[src/rtl/mau_pkg.sv]
// Shared op encoding, FSM states and op-decode helpers for the load/store sequencer.
package mau_pkg;

    typedef enum logic [2:0] {
        OP_LB  = 3'b000,
        OP_LH  = 3'b001,
        OP_LW  = 3'b010,
        OP_LBU = 3'b011,
        OP_LHU = 3'b100,
        OP_SB  = 3'b101,
        OP_SH  = 3'b110,
        OP_SW  = 3'b111
    } op_e;

    typedef enum logic [2:0] {
        S_IDLE,
        S_RD,
        S_FMT,
        S_WR,
        S_ERR
    } state_e;

    typedef enum logic [1:0] {
        SZ_BYTE,
        SZ_HALF,
        SZ_WORD
    } size_e;

    function automatic logic is_store(input op_e op);
        return (op == OP_SB) || (op == OP_SH) || (op == OP_SW);
    endfunction

    function automatic size_e size(input op_e op);
        case (op)
            OP_LB, OP_LBU, OP_SB: return SZ_BYTE;
            OP_LH, OP_LHU, OP_SH: return SZ_HALF;
            default:              return SZ_WORD;
        endcase
    endfunction

    function automatic logic misaligned(input op_e op, input logic [1:0] lo);
        case (size(op))
            SZ_WORD: return lo != 2'b00;
            SZ_HALF: return lo[0];
            default: return 1'b0;
        endcase
    endfunction

    // Low address bits with the bits that a given access size ignores forced to zero.
    function automatic logic [1:0] align_lo(input op_e op, input logic [1:0] lo);
        case (size(op))
            SZ_WORD: return 2'b00;
            SZ_HALF: return {lo[1], 1'b0};
            default: return lo;
        endcase
    endfunction

endpackage

[src/rtl/mem_access_unit_lane_fmt.sv]
// Combinational lane logic: extracts/extends load data and merges a sub-word store into a memory word.
module mau_lane_fmt
    import mau_pkg::*;
(
    input  op_e         op,
    input  logic [1:0]  lane,
    input  logic [31:0] mem_word,
    input  logic [31:0] wdata,
    output logic [31:0] load_data,
    output logic [31:0] merged
);

    logic [7:0]  byte_v;
    logic [15:0] half_v;

    always_comb begin
        byte_v = mem_word[{lane, 3'b000} +: 8];
        half_v = mem_word[{lane[1], 4'b0000} +: 16];

        case (op)
            OP_LB:   load_data = {{24{byte_v[7]}}, byte_v};
            OP_LH:   load_data = {{16{half_v[15]}}, half_v};
            OP_LW:   load_data = mem_word;
            OP_LBU:  load_data = {24'b0, byte_v};
            OP_LHU:  load_data = {16'b0, half_v};
            default: load_data = 32'b0;
        endcase

        merged = mem_word;
        case (size(op))
            SZ_BYTE: merged[{lane, 3'b000} +: 8]     = wdata[7:0];
            SZ_HALF: merged[{lane[1], 4'b0000} +: 16] = wdata[15:0];
            default: merged = wdata;
        endcase
    end

endmodule

[src/rtl/mem_access_unit.sv]
// Load/store sequencer to a sync word memory: loads 3 cycles, SW 2, SB/SH read-modify-write 4; one request in flight,
// req_ready only in IDLE. MAU_ALIGN_CHK_EN routes misaligned requests to an error response instead of force-aligning.
module mem_access_unit
    import mau_pkg::*;
#(
    parameter int ADDR_W = 12
) (
    input  logic              clk,
    input  logic              rst,
    input  logic              req_valid,
    output logic              req_ready,
    input  logic [2:0]        req_op,
    input  logic [ADDR_W-1:0] req_addr,
    input  logic [31:0]       req_wdata,
    output logic              resp_valid,
    output logic [31:0]       resp_rdata,
    output logic              resp_err,
    output logic [ADDR_W-3:0] dm_addr,
    output logic [31:0]       dm_din,
    output logic              dm_memwrite,
    output logic              dm_memread,
    input  logic [31:0]       dm_dout
);

    state_e            state, state_nxt;
    op_e               op_q;
    op_e               req_op_e;
    logic [ADDR_W-1:0] addr_q;
    logic [31:0]       wdata_q;
    logic [31:0]       merge_q;
    logic [31:0]       load_data;
    logic [31:0]       merged;
    logic              accept;

    assign req_op_e  = op_e'(req_op);
    assign req_ready = (state == S_IDLE);
    assign accept    = req_valid && req_ready;

    mau_lane_fmt u_lane_fmt (
        .op        (op_q),
        .lane      (addr_q[1:0]),
        .mem_word  (dm_dout),
        .wdata     (wdata_q),
        .load_data (load_data),
        .merged    (merged)
    );

    always_comb begin
        state_nxt = state;
        case (state)
            S_IDLE: begin
                if (req_valid) begin
`ifdef MAU_ALIGN_CHK_EN
                    if (misaligned(req_op_e, req_addr[1:0]))
                        state_nxt = S_ERR;
                    else
`endif
                    if (req_op_e == OP_SW)
                        state_nxt = S_WR;
                    else
                        state_nxt = S_RD;
                end
            end
            S_RD:  state_nxt = S_FMT;
            S_FMT: state_nxt = is_store(op_q) ? S_WR : S_IDLE;
            S_WR:  state_nxt = S_IDLE;
`ifdef MAU_ALIGN_CHK_EN
            S_ERR: state_nxt = S_IDLE;
`endif
            default: state_nxt = S_IDLE;
        endcase
    end

    // Memory pins decode purely from state so a reset drops them in the same cycle.
    always_comb begin
        dm_addr     = '0;
        dm_din      = '0;
        dm_memwrite = 1'b0;
        dm_memread  = 1'b0;
        case (state)
            S_RD: begin
                dm_memread = 1'b1;
                dm_addr    = addr_q[ADDR_W-1:2];
            end
            S_WR: begin
                dm_memwrite = 1'b1;
                dm_addr     = addr_q[ADDR_W-1:2];
                dm_din      = (op_q == OP_SW) ? wdata_q : merge_q;
            end
            default: ;
        endcase
    end

    always_ff @(posedge clk or posedge rst) begin
        if (rst) begin
            state      <= S_IDLE;
            op_q       <= OP_LB;
            addr_q     <= '0;
            wdata_q    <= '0;
            merge_q    <= '0;
            resp_valid <= 1'b0;
            resp_rdata <= '0;
            resp_err   <= 1'b0;
        end else begin
            state      <= state_nxt;
            resp_valid <= 1'b0;
            if (accept) begin
                op_q    <= req_op_e;
                addr_q  <= {req_addr[ADDR_W-1:2], align_lo(req_op_e, req_addr[1:0])};
                wdata_q <= req_wdata;
            end
            case (state)
                S_FMT: begin
                    if (is_store(op_q)) begin
                        merge_q <= merged;
                    end else begin
                        resp_valid <= 1'b1;
                        resp_rdata <= load_data;
                        resp_err   <= 1'b0;
                    end
                end
                S_WR: begin
                    resp_valid <= 1'b1;
                    resp_rdata <= '0;
                    resp_err   <= 1'b0;
                end
`ifdef MAU_ALIGN_CHK_EN
                S_ERR: begin
                    resp_valid <= 1'b1;
                    resp_rdata <= '0;
                    resp_err   <= 1'b1;
                end
`endif
                default: ;
            endcase
        end
    end

endmodule

[config.mk]
export PLATFORM = sky130hd
export DESIGN_NAME = mem_access_unit
export DESIGN_NICKNAME = d
export VERILOG_FILES = /design/src/rtl/mau_pkg.sv /design/src/rtl/mem_access_unit_lane_fmt.sv /design/src/rtl/mem_access_unit.sv
export SDC_FILE = /design/constraint.sdc
export NUM_CORES = 1
export LEC_CHECK = 0
export CAP_MARGIN = 20
export CORE_ASPECT_RATIO = 0.6
export CORE_MARGIN = 2
export CORE_UTILIZATION = 40
export CTS_CLUSTER_SIZE = 8
export DETAILED_ROUTE_END_ITERATION = 10
export PLACE_DENSITY = 0.73
export SLEW_MARGIN = 20
export SYNTH_ARGS = -nofsm -noshare
export SYNTH_HDL_FRONTEND = slang
export SYNTH_HIERARCHICAL = 1
export SYNTH_SLANG_ARGS = --single-unit
[constraint.sdc]
create_clock -name clk -period 7.9 [get_ports clk]
set_clock_uncertainty 0.05 [all_clocks]
set_input_delay 0.79 -clock clk [delete_from_list [all_inputs] [get_ports clk]]
set_output_delay 0.79 -clock clk [all_outputs]
set_load 0.02 [all_outputs]
Yosys cells after proc, flatten, opt, wreduce, memory -nomap -nowiden

Cells that the tools add are included.

Flip-flop bits (word level): 116
Latch bits: 0
RAM bits: 0
ROM bits: 0
Output and inout bits: 79
Word-level logic and storage cells: 75
Memories: 0

Add/subtract/negate cells: 2
$mul: 0
Div/mod/pow operators: 0
$lt $le $gt $ge: 0
Eq/ne operators: 21
Shift-type cells: 6
Multiplexer cells: 23
Bitwise gates (word level): 0
Reduce and logical (&&, ||, !) cells: 15

Operator list:

| operator                                              | number |
|---|---|
| case mux 32 bit (5 select lines)                      | 1 |
| case mux 32 bit (2 select lines)                      | 2 |
| two-way mux 32 bit                                    | 3 |
| bitwise mux 32 bit                                    | 2 |
| variable shift 16 x 7 -> 32 bit, first input constant | 1 |
| variable shift 8 x 7 -> 32 bit, first input constant  | 1 |
| variable part select 16 x 7 -> 32 bit                 | 1 |
| variable part select 32 x 6 -> 16 bit                 | 1 |
| variable part select 32 x 6 -> 8 bit                  | 1 |
| variable part select 8 x 7 -> 32 bit                  | 1 |
| == test 3 bit, second input constant                  | 8 |
| == test 3 x 2 -> 1 bit, second input constant         | 5 |
| negator 5 -> 7 bit                                    | 2 |
| case mux 2 bit (2 select lines)                       | 3 |
| OR reduction 3 bit                                    | 4 |
| two-way mux 10 bit                                    | 1 |
| == test 3 x 1 -> 1 bit, second input constant         | 3 |
| zero test 3 bit                                       | 3 |
| case mux 3 bit (3 select lines)                       | 1 |
| two-way mux 2 bit                                     | 3 |
| == test 2 x 1 -> 1 bit, second input constant         | 2 |
| two-way mux 1 bit                                     | 4 |
| inequality test 2 bit, second input constant          | 2 |
| case mux 1 bit (2 select lines)                       | 2 |
| 8 further kinds                                       | 10 |

Longest topological paths before layout

Gate-level depths: netlist of the first run.

Depth after elaboration: 6
Mapped depth: 9
Gate-level depth less buffers: 7

Hierarchy

The synthesis of the first run kept the hierarchy.

By module, submodules not included:

| module          | instances | cells each | area an instance (um2) |
|---|---|---|---|
| mem_access_unit | 1         | 384        | 4,818.4 |
| mau_lane_fmt    | 1         | 222        | 1,719.1 |

Worst setup path before layout of the first run

Ideal clock, no wire load.

Kind: reg-to-reg
Start: register addr_q[1]
End: register merge_q[10]
Setup time: 0.125 ns
Arrival time: 2.118 ns
Data required time: 7.725 ns
Setup slack: 5.607 ns
Stages on the path, launching flop included: 9
Cell sequence: dfrtp_1 > buf_2 > inv_1 > ha_1 > and3b_1 > and4_4 > buf_6 > a221o_1 > mux2_2

Longest elaborated chain between the ends: 4
Elaborated cells between the ends (all ways): 9
Those cells by class: 2 x add/sub; 4 x shift; 3 x mux

Ends and longest elaborated chain:

| item                                                          | RTL line                                                       | source |
|---|---|---|
| start: declaration                                            | mem_access_unit.sv:28                                          | `logic [ADDR_W-1:0] addr_q;` |
| start signal: assignment                                      | mem_access_unit.sv:109                                         | `addr_q <= {req_addr[ADDR_W-1:2], align_lo(req_op_e, req_addr[1:0])};` |
| negator 5 -> 7 bit, on equally long branches                  | mem_access_unit_lane_fmt.sv:32, mem_access_unit_lane_fmt.sv:31 |  |
| variable part select 16 x 7 -> 32 bit (tied with other cells) | mem_access_unit_lane_fmt.sv:32                                 | `SZ_HALF: merged[{lane[1], 4'b0000} +: 16] = wdata[15:0];` |
| bitwise mux 32 bit, on equally long branches                  | mem_access_unit_lane_fmt.sv:32, mem_access_unit_lane_fmt.sv:31 |  |
| case mux 32 bit (2 select lines) (*)                          | mem_access_unit_lane_fmt.sv:30                                 | `case (size(op))` |
| via merged[10]                                                | mem_access_unit.sv:32                                          | `logic [31:0] merged;` |
| end signal: assignment                                        | mem_access_unit.sv:115                                         | `merge_q <= merged;` |
| end: declaration                                              | mem_access_unit.sv:30                                          | `logic [31:0] merge_q;` |

The timed path passes the listed nets; every way through them passes the cells marked *.
A chain may end at the register's enable or synchronous reset.

Worst setup path after layout of the first run

Start: register op_q[1]
End: output port dm_din[22]

Longest elaborated chain between the ends: 3

Ends and longest elaborated chain:

| item                     | RTL line               | source |
|---|---|---|
| start: declaration       | mem_access_unit.sv:26  | `op_e op_q;` |
| start signal: assignment | mem_access_unit.sv:108 | `op_q <= req_op_e;` |
| == test 3 bit            | mem_access_unit.sv:88  | `dm_din = (op_q == OP_SW) ? wdata_q : merge_q;` |
| two-way mux 32 bit       | mem_access_unit.sv:88  |  |
| two-way mux 32 bit       | mem_access_unit.sv:80  | `case (state)` |
| end: declaration         | mem_access_unit.sv:19  | `output logic [31:0] dm_din,` |

Every way passes these cells.

==> key figures, run 1 <==
Global route
  • Total grt overflow: 0
  • GR Util met1: 37.7%
  • Met2 Track Usage GR: 37.4%
  • Initial antenna violation count: 0
  • Total GRT Usage: 25.7%
  • Vias in the first global route: 5576
  • Met3 usage in global routing: 6.30%
  • Most used routing layer: met1
  • Largest net degree at the start of global routing: 59
  • First-pass GRT wire length: 33.3 mm

Setup path
  • CP Launch Type: register
  • WS Path Type: register to output port
  • Worst setup path start: op_q[1]
  • Required time worst endpoint: 7.06 ns
  • Critical Path Sink Type: output port
  • Max incr delay on CP: 1.03 ns
  • Worst path buffer plus inverter count: 2
  • Slowest cell on crit path: dfrtp_1
  • R2R setup slack: 4.83 ns
  • Worst reg-to-reg path cell count: 5
  • Worst r2r src: op_q[2]
  • Crit path max-delay family: simple AND/OR/NAND/NOR gates
  • Critical Path Sink: dm_din[22]
  • Worst path cell trace: nand3_1 > buf_4 > nand2_1 > a21oi_1 > clkdlybuf4s50_1
  • Crit Path Max Fanout: 30
  • WP data arrival: 3.63 ns
  • Critical Path Stages: 5
  • Critical R2R Capture: merge_q[15]

Synthesis
  • Post-synth EDFFs: 0
  • Mean Syn Cell Area: 10.8 um2
  • Sequential area share after synthesis: 43.6%
  • Post-Syn Nets: 693
  • Yosys Warn Count: 6
  • Synth cell types: 63
  • Asr flop ratio synth: 100%
  • Ys flop type: dfrtp_1
  • Synth Instances: 606
  • Synth Cell Area: 6540 um2
  • FF+latch count, synth: 114

STA
  • Pins Over Slew Limit: 0
  • Minimum clock period: 4.47 ns
  • Final setup viols: 0
  • Fin. Hold Viols: 0
  • Max_slew headroom: 29.3%
  • TNS Setup: 0 ns
  • Final Cycle Share: 56.6%
  • Worst-margin pin slew: 1.06 ns
  • Fmax: 223 MHz
  • Final WS setup: 3.43 ns
  • Unrepaired setup endpoints after global routing: no

Clock network
  • Number of post-CTS setup repair buffers: 0
  • Total CTS buffers: 17
  • Hold_buf cts: 0
  • H-tree Lvls: 4
  • Root Driver: clkbuf_16
  • Clock latency on the worst-skew pair: 0.42 ns
  • CTS tree: yes
  • Clock net sink count: 114
  • Clk slew on worst S/H paths: 0.06 ns
  • Post-CTS Resized: 0
  • Maximum clock path buffer count: 2

Die
  • Core area: 16100 um2
  • Initial Util: 40.5%
  • Die area: 17400 um2
  • Die height: 103 um
  • Top Ports: 161
  • Die Span X: 169 um
  • Std cell rows: 36

Finish
  • # nets final: 829
  • # fillers: 1378
  • Layout overhead on the synthesized area: 33.8%
  • N_diodes: 0
  • FF/Latch Area: 2850 um2
  • Layout cell share with drive strength beyond 1: 18.7%
  • Area occupied by multi-input gates: 3320 um2

Min path
  • HP Class: register to register
  • Hold depth: 1

Detailed routing
  • First-iteration detailed-routing DRC count: 574
  • Post-Route WL: 21.8 mm
  • Vias: 5661
  • Detailed Routing Iterations Pass 1: 5
  • Routed Antenna Nets: 0
  • Vias per inst: 5.87
  • DRC: 0
  • Average wire per standard cell: 22.6 um

Power and ir drop
  • P_leak: 3.70 nW
  • IR drop worst, VDD: 165 uV
  • Power per cell area: 453 nW/um2

Placement
  • Dpl hpwl: 15.7 mm
  • Port bufs: 159
  • Place WS: 3.93 ns
  • RePlAce Congestion: 0.879

Status
  • Outcome: completed

Flow run
  • Max-cap violation count: 0
## layout by cell type, fill, tap and decap left out, types with 5 or more instances in the layout
cell,netlist,routed
o211ai_1,10,10
nor2_1,11,11
inv_1,17,16
o2bb2ai_1,11,11
a221o_1,28,28
ha_1,5,5
nor2b_1,8,8
clkinv_4,0,7
and2_1,14,14
buf_4,10,8
and3_1,7,7
a21o_1,16,16
a22o_1,40,40
mux2_2,77,77
mux2i_1,13,13
clkdlybuf4s50_1,0,159
dfrtp_1,114,114
nand2_1,77,77
a21oi_1,34,34
clkbuf_16,0,17
nand2b_1,9,9
o21ai_0,7,7
nand4_1,8,8
## cell usage after synthesis, drive strengths merged (5+ instances only)
cell type | number | share of area [%]
mux2 | 77 | 13
mux2i | 13 | 2.0
clkbuf | 12 | 0.71
nand2b | 9 | 0.86
a21o | 16 | 1.8
dfrtp | 114 | 44
nor3 | 5 | 0.54
inv | 17 | 0.98
o2bb2ai | 11 | 1.5
a21oi | 35 | 2.7
a221o | 28 | 4.3
nor2 | 11 | 0.63
nand4 | 8 | 0.77
and3 | 7 | 0.67
o211ai | 10 | 1.1
nand2 | 77 | 4.4
nor2b | 8 | 0.77
buf | 39 | 4.1
a22o | 40 | 5.4
and2 | 14 | 1.3
o21ai | 10 | 0.82
ha | 5 | 0.96
## power breakdown
part	switching [mW]	internal [mW]
Sequential	0.333	0.855
Combinational	1.04	0.960
Clock	0.301	0.467
Total	1.68	2.28
## area by class of cell
| cell class | count | share of cell area, % |
|---|---|---|
| multi-input cells | 424 | 37.9 |
| flip-flops and latches | 114 | 32.6 |
| repair buffers | 168 | 19.0 |
| clock buffers | 17 | 4.86 |
| well taps | 209 | 2.99 |
| clock inverters | 15 | 1.84 |
| inverters | 17 | 0.758 |
## routing by layer
layer | wire [um] | part of all wire (%) | up-vias
met5 | 0 | 0 | -
met4 | 432 | 2.0 | 0
met3 | 1780 | 8.2 | 41
met2 | 9060 | 42 | 278
met1 | 10500 | 48 | 2826
li1 | - | - | 2516
## logic make-up (layout without fill, tap and decap cells)
logic type	after synthesis	count (layout)	synth area share, %
flops	114	114	43.6
simple gates	159	159	13.0
xor+xnor	3	3	0.517
compound gates	165	165	20.4
fa+ha+maj	5	5	0.957
other cells	1	1	0.0574
mux	91	91	15.6
buf+inv	68	217	5.76
## worst register-to-register path: stages, from the launching register on
cell     delay (ns)
dfrtp_1        0.71
xnor2_2        0.66
nand2_1        0.42
and4_4         0.41
a221o_1        0.43
mux2_2         0.29
## metrics by stage
step / hold slack (ns) / instances / power (mW) / utilization [%] / cell area, um2
4_1_cts: 0.456 / 963 / 3.94 / 54.1 / 8730
3_5_place_dp: 0.442 / 931 / 3.16 / 50.5 / 8140
5_1_grt: 0.470 / 964 / 4.18 / 54.3 / 8750
6_report: 0.452 / 964 / 3.96 / 54.3 / 8750
3_3_place_gp: 0.432 / 931 / 3.10 / 50.5 / 8140
2_1_floorplan: 0.422 / 606 / 2.52 / - / 6540
## state kept, by name, indices dropped and copies added (netlist names)
name and cells:
addr_q 12, merge_q 32, op_q 3, resp_rdata 32, resp_valid 1, state 2
wdata_q 32
## how the worst min path moves through the flow
stage                          start    endpoint
after floorplan            addr_q[2]   addr_q[2]
after detailed placement   addr_q[7]   addr_q[7]
after global routing       addr_q[7]   addr_q[7]
final                      addr_q[6]   addr_q[6]
after global placement    addr_q[11]  addr_q[11]
after CTS                  addr_q[7]   addr_q[7]
Note: power is estimated with default switching activity, not from simulation.
==> run 2, diff against run 1 <==
PLACE_DENSITY = 0.76   (was 0.73)
clock period = 3.8 ns   (was 7.9 ns; I/O delays follow)
==> run 2 against run 1 <==
  * Setup slack worse by 2.9 ns
  * Register-to-register slack got worse by 3.9 ns
  * Sequential share of layout area fell by 0.23 points
  * Worst hold slack worse by 0.19 ns
  * Via count down 1.3%
  * Combinational power rose by 110%
  * Critical path depth unchanged
  * Cell area is 0.72% higher
  * Largest cell class unchanged
==> key figures, run 2 (synthesis results as in run 1) <==
Global route
  • Initial antenna violation count: 1
  • GR Util met1: 36.3%
  • Met2 Track Usage GR: 34.5%
  • Most used routing layer: met1
  • Met3 usage in global routing: 6.83%
  • First-pass GRT wire length: 31.5 mm
  • Total grt overflow: 0
  • Total GRT Usage: 24.2%
  • Vias in the first global route: 5294
  • Largest net degree at the start of global routing: 56

Setup path
  • CP Launch Type: register
  • WP data arrival: 2.89 ns
  • WS Path Type: register to output port
  • Critical Path Sink Type: output port
  • R2R setup slack: 0.97 ns
  • Required time worst endpoint: 3.37 ns
  • Crit Path Max Fanout: 32

STA
  • Max_slew headroom: 31.5%
  • Fin. Hold Viols: 0
  • Final setup viols: 0
  • Pins Over Slew Limit: 0
  • Minimum clock period: 3.32 ns
  • Fmax: 302 MHz
  • TNS Setup: 0 ns
  • Worst-margin pin slew: 1.03 ns
  • Unrepaired setup endpoints after global routing: no
  • Final Cycle Share: 87.3%

Finish
  • # fillers: 1404
  • Layout overhead on the synthesized area: 34.8%
  • # nets final: 832
  • N_diodes: 0
  • Core Util, Final: 54.6%
  • Biggest regs: merge_q x32, resp_rdata x32, wdata_q x32
  • Commonest non-fill, non-tap cell in the layout: clkdlybuf4s50_1
  • Layout cell share with drive strength beyond 1: 18.9%
  • Most frequent cells in the layout: clkdlybuf4s50_1, dfrtp_1, mux2_2, nand2_1, a22o_1

Power and ir drop
  • IR drop worst, VDD: 344 uV
  • Power per cell area: 932 nW/um2
  • P_leak: 3.72 nW

Detailed routing
  • Post-Route WL: 20.6 mm
  • Vias per inst: 5.78
  • Average wire per standard cell: 21.3 um
  • Vias: 5588
  • Detailed Routing Iterations Pass 1: 6
  • Routed Antenna Nets: 0
  • First-iteration detailed-routing DRC count: 563
  • DRC: 0

Min path
  • HP Class: primary input to async pin

Clock network
  • Number of post-CTS setup repair buffers: 0
  • Total CTS buffers: 17
  • Hold_buf cts: 0
  • Root Driver: clkbuf_16
  • Clock latency on the worst-skew pair: 0.41 ns
  • Clk slew on worst S/H paths: 0.05 ns
  • Maximum clock path buffer count: 2
  • Clock net sink count: 114
  • Post-CTS Resized: 0
  • H-tree Lvls: 4
  • CTS tree: yes

Die
  • Die Span X: 169 um
  • Core area: 16100 um2
  • Initial Util: 40.5%
  • Die area: 17400 um2
  • Die height: 103 um
  • Top Ports: 161
  • Std cell rows: 36

Placement
  • Dpl hpwl: 14.5 mm
  • RePlAce Congestion: 0.913
  • Port bufs: 159

Status
  • Outcome: completed

Flow run
  • Max-cap violation count: 0
==> run 2: area by class of cell <==
class / instances / area [um2] / area share (%)
inverter: 17 / 66.3 / 0.753
multi-input combinational: 424 / 3310 / 37.6
clock inverter: 13 / 171 / 1.95
clock buffer: 19 / 453 / 5.14
tap: 209 / 262 / 2.97
timing repair buffer: 171 / 1690 / 19.2
sequential: 114 / 2850 / 32.4
==> run 2: routing by layer <==
layer	vias to the layer above	wire (um)
li1	2524	-
met4	0	220
met2	300	8560
met1	2741	9800
met3	23	2050
met5	-	0
==> run 2: final timing paths <==
kind                            cells past startpoint        endpoint      start
max in group asynchronous                           3     wdata_q[17]        rst
worst min register to register                      1       addr_q[3]  addr_q[3]
worst max-delay path                                5      dm_din[22]    op_q[0]
worst min-delay path                                2  resp_rdata[14]        rst
min in group clk                                    1       addr_q[3]  addr_q[3]
worst max register to register                      5     merge_q[14]    op_q[0]
==> run 2: power breakdown <==
| part | leakage, nW | switching (mW) | internal, mW | total, mW |
|---|---|---|---|---|
| Combinational | 2.02 | 2.12 | 1.99 | 4.11 |
| Sequential | 1.42 | 0.621 | 1.78 | 2.40 |
| Clock | 0.290 | 0.621 | 1.08 | 1.70 |
==> run 2: critical path: stages (launching register included) <==
cell and delay [ns]:
dfrtp_1 0.83, and3_1 0.24, buf_4 0.34, nand2_1 0.12
a21oi_1 0.26, clkdlybuf4s50_1 0.67
==> run 2: through the flow <==
| step | area [um2] | hold slack, ns | cells | worst slack [ns] | power [mW] |
|---|---|---|---|---|---|
| 3_5_place_dp | 8190 | 0.438 | 935 | 1.01 | 6.45 |
| 3_3_place_gp | 8190 | 0.431 | 935 | 1.06 | 6.38 |
| 4_1_cts | 8810 | 0.260 | 967 | 0.534 | 8.18 |
| 2_1_floorplan | 6540 | 0.422 | 606 | 0.354 | 5.24 |
| 6_report | 8810 | 0.261 | 967 | 0.484 | 8.21 |
| 5_1_grt | 8810 | 0.282 | 967 | 0.380 | 8.68 |
